--- config.mk ---
export PLATFORM = sky130hd
export DESIGN_NAME = occupancy_reader
export DESIGN_NICKNAME = d
export VERILOG_FILES = /design/src/rtl/occupancy_pkg.sv /design/src/rtl/occupancy_reader_fifo.sv /design/src/rtl/occupancy_reader.sv
export SDC_FILE = /design/constraint.sdc
export NUM_CORES = 1
export LEC_CHECK = 0
export BUFFER_PORTS_ARGS = -buffer_cell sky130_fd_sc_hd__buf_2
export CORE_MARGIN = 3
export CORE_UTILIZATION = 60
export CTS_CLUSTER_SIZE = 16
export DETAILED_ROUTE_END_ITERATION = 6
export GPL_ROUTABILITY_DRIVEN = 0
export PLACE_DENSITY = 0.9
export SLEW_MARGIN = 40
export SYNTH_ARGS = -nofsm -noshare
export SYNTH_HDL_FRONTEND = slang
export SYNTH_SLANG_ARGS = --single-unit
--- constraint.sdc ---
create_clock -name clock -period 7.7 [get_ports clock]
set_input_delay 1.155 -clock clock [delete_from_list [all_inputs] [get_ports clock]]
set_output_delay 1.155 -clock clock [all_outputs]
set_load 0.05 [all_outputs]
--- src/rtl/occupancy_pkg.sv ---
// Shared types and constants for the occupancy grid read-side streamer.
package occupancy_pkg;

    localparam int X_WIDTH_DEF    = 5;
    localparam int Y_WIDTH_DEF    = 4;
    localparam int DATA_WIDTH_DEF = 8;
    localparam int GRID_CELLS     = 512;

    typedef enum logic [1:0] {
        ST_IDLE,
        ST_WAIT_GRID,
        ST_STREAM,
        ST_DRAIN
    } reader_state_t;

    typedef struct packed {
        logic [DATA_WIDTH_DEF-1:0] data;
        logic [X_WIDTH_DEF-1:0]    x;
        logic [Y_WIDTH_DEF-1:0]    y;
        logic                      last;
    } beat_t;

endpackage

--- src/rtl/occupancy_reader_fifo.sv ---
// Two-entry registered FIFO holding returned cell beats until the consumer takes them.
module occupancy_reader_fifo
    import occupancy_pkg::*;
(
    input  logic       clock,
    input  logic       reset,
    input  logic       push,
    input  beat_t      push_beat,
    input  logic       pop,
    output beat_t      head,
    output logic [1:0] count
);

    beat_t mem [2];
    logic  wr_ptr;
    logic  rd_ptr;

    always_ff @(posedge clock) begin
        if (reset) begin
            mem[0] <= '0;
            mem[1] <= '0;
            wr_ptr <= 1'b0;
            rd_ptr <= 1'b0;
            count  <= 2'd0;
        end else begin
            if (push) begin
                mem[wr_ptr] <= push_beat;
                wr_ptr      <= ~wr_ptr;
            end
            if (pop) begin
                rd_ptr <= ~rd_ptr;
            end
            count <= count + 2'(push) - 2'(pop);
        end
    end

    assign head = mem[rd_ptr];

    // The issue logic upstream guarantees room for every in-flight read.
    overrun_chk: assert property (@(posedge clock) disable iff (reset)
        !(push && !pop && count == 2'd2));

endmodule

--- src/rtl/occupancy_reader.sv ---
// Walks the 32x16 occupancy grid in raster order and streams each cell byte
// with its coordinates over a valid/ready interface.
module occupancy_reader
    import occupancy_pkg::*;
#(
    parameter int X_WIDTH    = X_WIDTH_DEF,
    parameter int Y_WIDTH    = Y_WIDTH_DEF,
    parameter int DATA_WIDTH = DATA_WIDTH_DEF
) (
    input  logic                  clock,
    input  logic                  reset,
    input  logic                  start,
    input  logic                  grid_busy,
    output logic                  rd_en,
    output logic [X_WIDTH-1:0]    rd_x,
    output logic [Y_WIDTH-1:0]    rd_y,
    input  logic [DATA_WIDTH-1:0] rd_data,
    output logic                  out_valid,
    input  logic                  out_ready,
    output logic [DATA_WIDTH-1:0] out_data,
    output logic [X_WIDTH-1:0]    out_x,
    output logic [Y_WIDTH-1:0]    out_y,
    output logic                  out_last,
    output logic                  busy,
    output logic                  done
);

    reader_state_t      state;
    logic [X_WIDTH-1:0] cur_x;
    logic [Y_WIDTH-1:0] cur_y;
    logic               cur_last;

    logic               vld_p1;
    logic [X_WIDTH-1:0] x_p1;
    logic [Y_WIDTH-1:0] y_p1;

    logic [1:0]         fifo_count;
    logic               fifo_pop;
    logic [2:0]         pending;
    logic               drain_empty;
    beat_t              push_beat;
    beat_t              head_beat;

    assign out_valid = (fifo_count != 2'd0);
    assign fifo_pop  = out_valid && out_ready;

    // Slots the buffer would still owe after this cycle: buffered + returning - leaving.
    assign pending   = 3'(fifo_count) + 3'(vld_p1) - 3'(fifo_pop);
    assign rd_en     = (state == ST_STREAM) && !grid_busy && (pending < 3'd2);
    assign rd_x      = cur_x;
    assign rd_y      = cur_y;
    assign cur_last  = (cur_x == '1) && (cur_y == '1);

    // The dump is finished once nothing is returning and the buffer empties this cycle.
    assign drain_empty = !vld_p1 &&
                         ((fifo_count == 2'd0) || (fifo_count == 2'd1 && fifo_pop));

    assign busy = (state != ST_IDLE);

    // Stage p1: read data returns from memory and is captured with its coordinates.
    always_comb begin
        push_beat      = '0;
        push_beat.data = rd_data;
        push_beat.x    = x_p1;
        push_beat.y    = y_p1;
        push_beat.last = (x_p1 == '1) && (y_p1 == '1);
    end

    occupancy_reader_fifo u_fifo (
        .clock     (clock),
        .reset     (reset),
        .push      (vld_p1),
        .push_beat (push_beat),
        .pop       (fifo_pop),
        .head      (head_beat),
        .count     (fifo_count)
    );

    assign out_data = head_beat.data;
    assign out_x    = head_beat.x;
    assign out_y    = head_beat.y;
    assign out_last = head_beat.last;

    always_ff @(posedge clock) begin
        if (reset) begin
            state  <= ST_IDLE;
            cur_x  <= '0;
            cur_y  <= '0;
            vld_p1 <= 1'b0;
            x_p1   <= '0;
            y_p1   <= '0;
            done   <= 1'b0;
        end else begin
            done   <= 1'b0;
            vld_p1 <= rd_en;
            if (rd_en) begin
                x_p1  <= cur_x;
                y_p1  <= cur_y;
                cur_x <= cur_x + 1'b1;
                if (cur_x == '1) begin
                    cur_y <= cur_y + 1'b1;
                end
            end

            case (state)
                ST_IDLE: begin
                    if (start) begin
                        cur_x <= '0;
                        cur_y <= '0;
                        state <= grid_busy ? ST_WAIT_GRID : ST_STREAM;
                    end
                end
                ST_WAIT_GRID: begin
                    if (!grid_busy) begin
                        state <= ST_STREAM;
                    end
                end
                ST_STREAM: begin
                    if (rd_en && cur_last) begin
                        state <= ST_DRAIN;
                    end
                end
                ST_DRAIN: begin
                    if (drain_empty) begin
                        state <= ST_IDLE;
                        done  <= 1'b1;
                    end
                end
                default: state <= ST_IDLE;
            endcase
        end
    end

endmodule

; Yosys cells after proc, flatten, opt, wreduce, memory -nomap -nowiden
; Memory sizes are Yosys's and may differ from the RTL's. A register that Yosys moved wholly into a read port is not among the register bits.
; Cells that the tools add are included.
; Widths: inputs -> output; s select.
[totals]
inputBits = 13
regBits = 26
ramBits = 36
output_inout_bits = 31
mem_count = 1
[memory_table]
columns = name, words, word_bits, read_ports, rd_clocked_by_memory_dff, wr, line
row1 = u_fifo.mem, 2, 18, 1, 1, 2, occupancy_reader_fifo.sv:14  ; beat_t mem [2];
[op_classes]
n_eq_ne = 12
add_sub_neg = 6
order_cmp = 1
bitwise_logic = 3
n_mux = 24
reduce_logical = 18
[op_table]
columns = op, count
row1 = $mux 18, 1
row2 = $reduce_or 18->1, 1
row3 = $mux 4, 4
row4 = $mux 5, 3
row5 = $eq 5x5->1 const B, 2
row6 = $mux 1, 10
row7 = $mux 2, 5
row8 = $eq 4x4->1 const B, 2
row9 = $logic_and 1x1->1, 8
row10 = $pmux 2 s4, 1
row11 = $ne 2x2->1 const B, 3
row12 = $add 5x1->5 const B, 1
row13 = $add 4x1->4 const B, 1
row14 = $eq 2x1->1 const B, 2
row15 = $eq 2x2->1 const B, 2
row16 = $logic_not 2->1, 2
row17 = $reduce_and 4->1, 1
row18 = $reduce_bool 2->1, 2
row19 = $add 2x1->3, 1
row20 = $lt 3x2->1 const B, 1
row21 = $not 1->1, 3
row22 = $sub 3x1->3, 1
row23 = $add 2x1->2, 1
row24 = $logic_not 1->1, 2
row25 = other kinds (4), 4

; Depth between registers and ports, before layout
[logic_depth]
ltp_word = 8
ltp_mapped = 12

; Modules after synthesis
; From an unflattened synthesis, not the netlist that was laid out.
[hier_totals]
hier_cells = 248
hier_area_um2 = 2974.1
[by_module_without_submodules]
columns = module, area_each_um2, instances, cells_per_inst
row1 = occupancy_reader_fifo, 1841.8, 1, 136
row2 = occupancy_reader, 1132.3, 1, 112

; Least setup slack after synthesis
; Ideal clock, no wire load.
[synth_path]
path_type = in2out
start = in out_ready
end = out rd_en
stages = 9
t_arrival_ns = 2.974
required_ns = 6.545
slack_ns = 3.571
path_cell_list = and2_1 > ha_1 > inv_1 > ha_1 > inv_1 > fa_1 > xor2_4 > nor3_4 > buf_12
[synth_between]
elab_chain_len = 4
[synth_rtl]
columns = element, line
row1 = start: declaration, occupancy_reader.sv:19  ; input logic out_ready,
row2 = $logic_and 1x1->1, occupancy_reader.sv:45  ; assign fifo_pop = out_valid && out_ready;
row3 = $sub 3x1->3, occupancy_reader.sv:48  ; assign pending = 3'(fifo_count) + 3'(vld_p1) - 3'(fifo_pop);
row4 = $lt 3x2->1, occupancy_reader.sv:49  ; assign rd_en = (state == ST_STREAM) && !grid_busy && (pending < 3'd2);
row5 = $logic_and 1x1->1, occupancy_reader.sv:49
row6 = end: declaration, occupancy_reader.sv:14  ; output logic rd_en,
; Every way passes these cells.

; Worst setup path in the final report
[layout_path]
start = in out_ready
end = out rd_en
[layout_between]
elab_chain_len = 4
[layout_rtl]
columns = element, line
row1 = $logic_and 1x1->1, occupancy_reader.sv:45
row2 = via fifo_pop, occupancy_reader.sv:38  ; logic fifo_pop;
row3 = $sub 3x1->3, occupancy_reader.sv:48
row4 = $lt 3x2->1, occupancy_reader.sv:49
row5 = $logic_and 1x1->1, occupancy_reader.sv:49
; The timed path passes the listed nets, and every way through them passes these cells.

==> summary.txt <==
Timing
  • Final TNS setup: 0 ps
  • Final worst path period need: ~4900 ps
  • Max frequency: between 200 and 250 MHz
  • Clk_skew: roughly 9 ps
  • Final period util: a little over three fifths
  • Final Hold Fails: 0
  • Relative slew slack: 47.25%
  • Worst-margin pin slew: slightly below 800 ps
  • Slew Limit Fails: 0
  • Worst hold slack: roughly 530 ps
  • Final setup fails: 0
  • RSZ-0062 raised after global routing: false

Floorplanning
  • Die H: 75.11 um
  • Die area: ~0.0056 mm2
  • Die width: approximately 75 um
  • Core footprint: about 0.0045 mm2
  • Rows: 24
  • Initial Util: about 64%
  • Ports: 44

Final layout
  • Area growth syn-to-layout: 15.98%
  • Post-layout nets: between 200 and 300
  • Share of layout cells above drive strength 1: between 20% and 30%
  • Diode count: 0
  • Util after Layout: between 70% and 80%
  • Non-filler cells, final: 330

Global routing
  • Vias in the first global route: ~1,800
  • Antenna violations before repair: 0
  • GRT Total Usage: between 10% and 20%
  • First-pass GRT wire length: slightly above 8000 um
  • Largest net degree at the start of global routing: 24
  • Congestion Overflow GR: 0

Worst setup path
  • Bufs and invs on worst path: 4
  • CP Class: in -> out
  • R2r endpoint: x_p1[4]$_SDFFE_PP0P_
  • Crit-path leading delay family: adder cells
  • CP peak stage delay: approximately 640 ps
  • Req. time, crit path: roughly 6600 ps
  • Worst r2r src: u_fifo.count[1]$_SDFF_PP0_
  • CP endpoint kind: output port
  • Critical path fanouts, max: 13
  • Critical path data arrival time: ~3700 ps
  • Reg2Reg Depth: 11
  • Flop2flop setup slack: around 4400 ps
  • CP Cell Sequence: buf_2 > and2_1 > ha_1 > inv_1 > ha_1 > inv_1 > fa_1 > xor2_4 > nor3_4 > buf_2
  • CP startpoint kind: input port
  • Slowest-stage cell, CP: nor3_4

Route
  • Drt pass-1 iters: 4
  • Avg WL per Cell: approximately 15 um
  • Via count: about 1,800
  • Routed WL: a little under 5000 um
  • DR DRC count: 0
  • Routed Antenna Nets: 0
  • Vias/cell: 5.373
  • DRT iter0 DRCs: 80

Logic synthesis
  • Avg Inst Size Synth: 12.57 um2
  • Ys flop type: edfxtp_1
  • Ys Warns: 0
  • Register area share after synthesis: between 50% and 60%
  • Post-Syn Nets: 252
  • #FFs+latches synth: 63
  • Synth Instances: 228
  • Post-synth EDFFs: 36
  • Netlist cell types: 38
  • Post-synth ARST share: 0%
  • Synthesized area: 0.002865 mm2

Power
  • VDD IR max: approximately 240 uV
  • Leakage: 1.374 nW
  • PwrDens: 330.8 mW/mm2

Clock tree
  • CTS tree: done
  • Number of post-CTS setup repair buffers: 0
  • CTS Hold Bufs: 0
  • CTS sink count: 63
  • Clk buf depth: 2
  • CTS root buffer: clkbuf_8
  • Post-CTS sizing: 0
  • H-tree depth: 3
  • Clock-pin slew on the worst setup and hold paths: 70 ps
  • Latest clock arrival within the worst-skew pair: 330 ps
  • CTS Buf Count: 9

Status
  • Status: finished clean

Hold path
  • Hold path depth: 2
  • Worst hold-check path type: reg -> reg
  • Hold path startpoint: u_fifo.rd_ptr$_SDFFE_PP0P_
  • Hold worst-path end: u_fifo.rd_ptr$_SDFFE_PP0P_

Run
  • Maxcap violations: 0

Placement
  • Number of buffers added on ports: 43
  • Post-DP HPWL: between 3000 and 4000 um
  • Inst Count DP: ~310
worst max path at each step:
| stage | cells past startpoint | from | slack (ps) | to |
|---|---|---|---|---|
| 2_1_floorplan | 9 | out_ready | 3570 | rd_en |
| 3_3_place_gp | 10 | out_ready | 2940 | rd_en |
| 3_5_place_dp | 10 | out_ready | 2850 | rd_en |
| 4_1_cts | 10 | out_ready | 2830 | rd_en |
| 5_1_grt | 10 | out_ready | 2720 | rd_en |
| 6_report | 10 | out_ready | 2830 | rd_en |
layer usage:
| layer | wire length, um | share of wire, % | vias to the layer above | GRT usage [%] |
|---|---|---|---|---|
| met5 | 0 | 0 | - | 0 |
| met4 | 40 | 0.80 | 0 | 8.103 |
| met3 | 331 | 6.7 | 4 | 8.011 |
| met2 | 2479 | 50 | 54 | 31.43 |
| met1 | 2123 | 43 | 836 | 24.31 |
| li1 | - | - | 879 | - |
per-stage QoR:
stage                     setup slack (ps)  power [mW]  cell area (um2)
after floorplan                       3571      0.7283             2865
after global placement                2935      0.7773             3089
after detailed placement              2850      0.7880             3095
after CTS                             2825       1.108             3317
after global routing                  2716       1.149             3323
final                                 2833       1.099             3323
cell usage in the layout (no fill, tap or decap), types with 8 or more instances in the layout:
| cell | count |
|---|---|
| and2_1 | 35 |
| nor2_1 | 26 |
| inv_1 | 9 |
| edfxtp_1 | 36 |
| mux2i_1 | 13 |
| dfxtp_1 | 27 |
| xnor2_1 | 8 |
| clkbuf_8 | 10 |
| buf_2 | 43 |
| mux2_2 | 18 |
| ha_1 | 10 |
tightest hold or removal path: stages (launching register included):
cell and delay [ps]:
dfxtp_1 330, xnor2_1 90, nor2_1 80
area by class of cell:
class,count,area [um2]
Clock inverter,5,80.08
Clock buffer,11,141.4
Sequential cell,63,1622
Inverter,9,33.78
Tap cell,52,65.06
Multi-Input combinational cell,147,1166
Fill cell,289,1151
Timing Repair Buffer,43,215.2
sequential cells by signal (all words and copies together), names as in the netlist, named ones only:
name / cells
done: 1
rd_x: 5
rd_y: 4
state: 2
u_fifo.count: 2
u_fifo.mem: 36
u_fifo.rd_ptr: 1
u_fifo.wr_ptr: 1
vld_p1: 1
x_p1: 5
y_p1: 4
cells in the mapped netlist, types with 4 or more instances:
cell / count / share of area (%)
edfxtp_1: 36 / 38
inv_1: 9 / 1.2
nand3_1: 4 / 0.70
xnor2_1: 8 / 2.4
mux2i_1: 13 / 4.5
dfxtp_1: 27 / 19
mux2_2: 18 / 7.1
nor2_1: 26 / 3.4
and2_1: 35 / 7.6
ha_1: 10 / 4.4
power breakdown:
| group | internal [mW] | switching (mW) | total [mW] | leakage [nW] |
|---|---|---|---|---|
| clock network | 0.191 | 0.124 | 0.316 | 0.108 |
| registers | 0.386 | 0.0340 | 0.420 | 0.593 |
| logic | 0.119 | 0.244 | 0.363 | 0.673 |
cell families (layout without fill, tap and decap cells):
| family | count (synthesis) | count (layout) | share of synthesized area, % |
|---|---|---|---|
| buf+inv | 18 | 68 | 3.144 |
| simple gates | 86 | 86 | 17.55 |
| compound gates | 10 | 10 | 2.620 |
| flops | 63 | 63 | 56.59 |
| mux | 31 | 31 | 11.62 |
| fa+ha+maj | 11 | 11 | 5.066 |
| xor+xnor | 9 | 9 | 3.406 |
(Power assumes the default switching activity.)
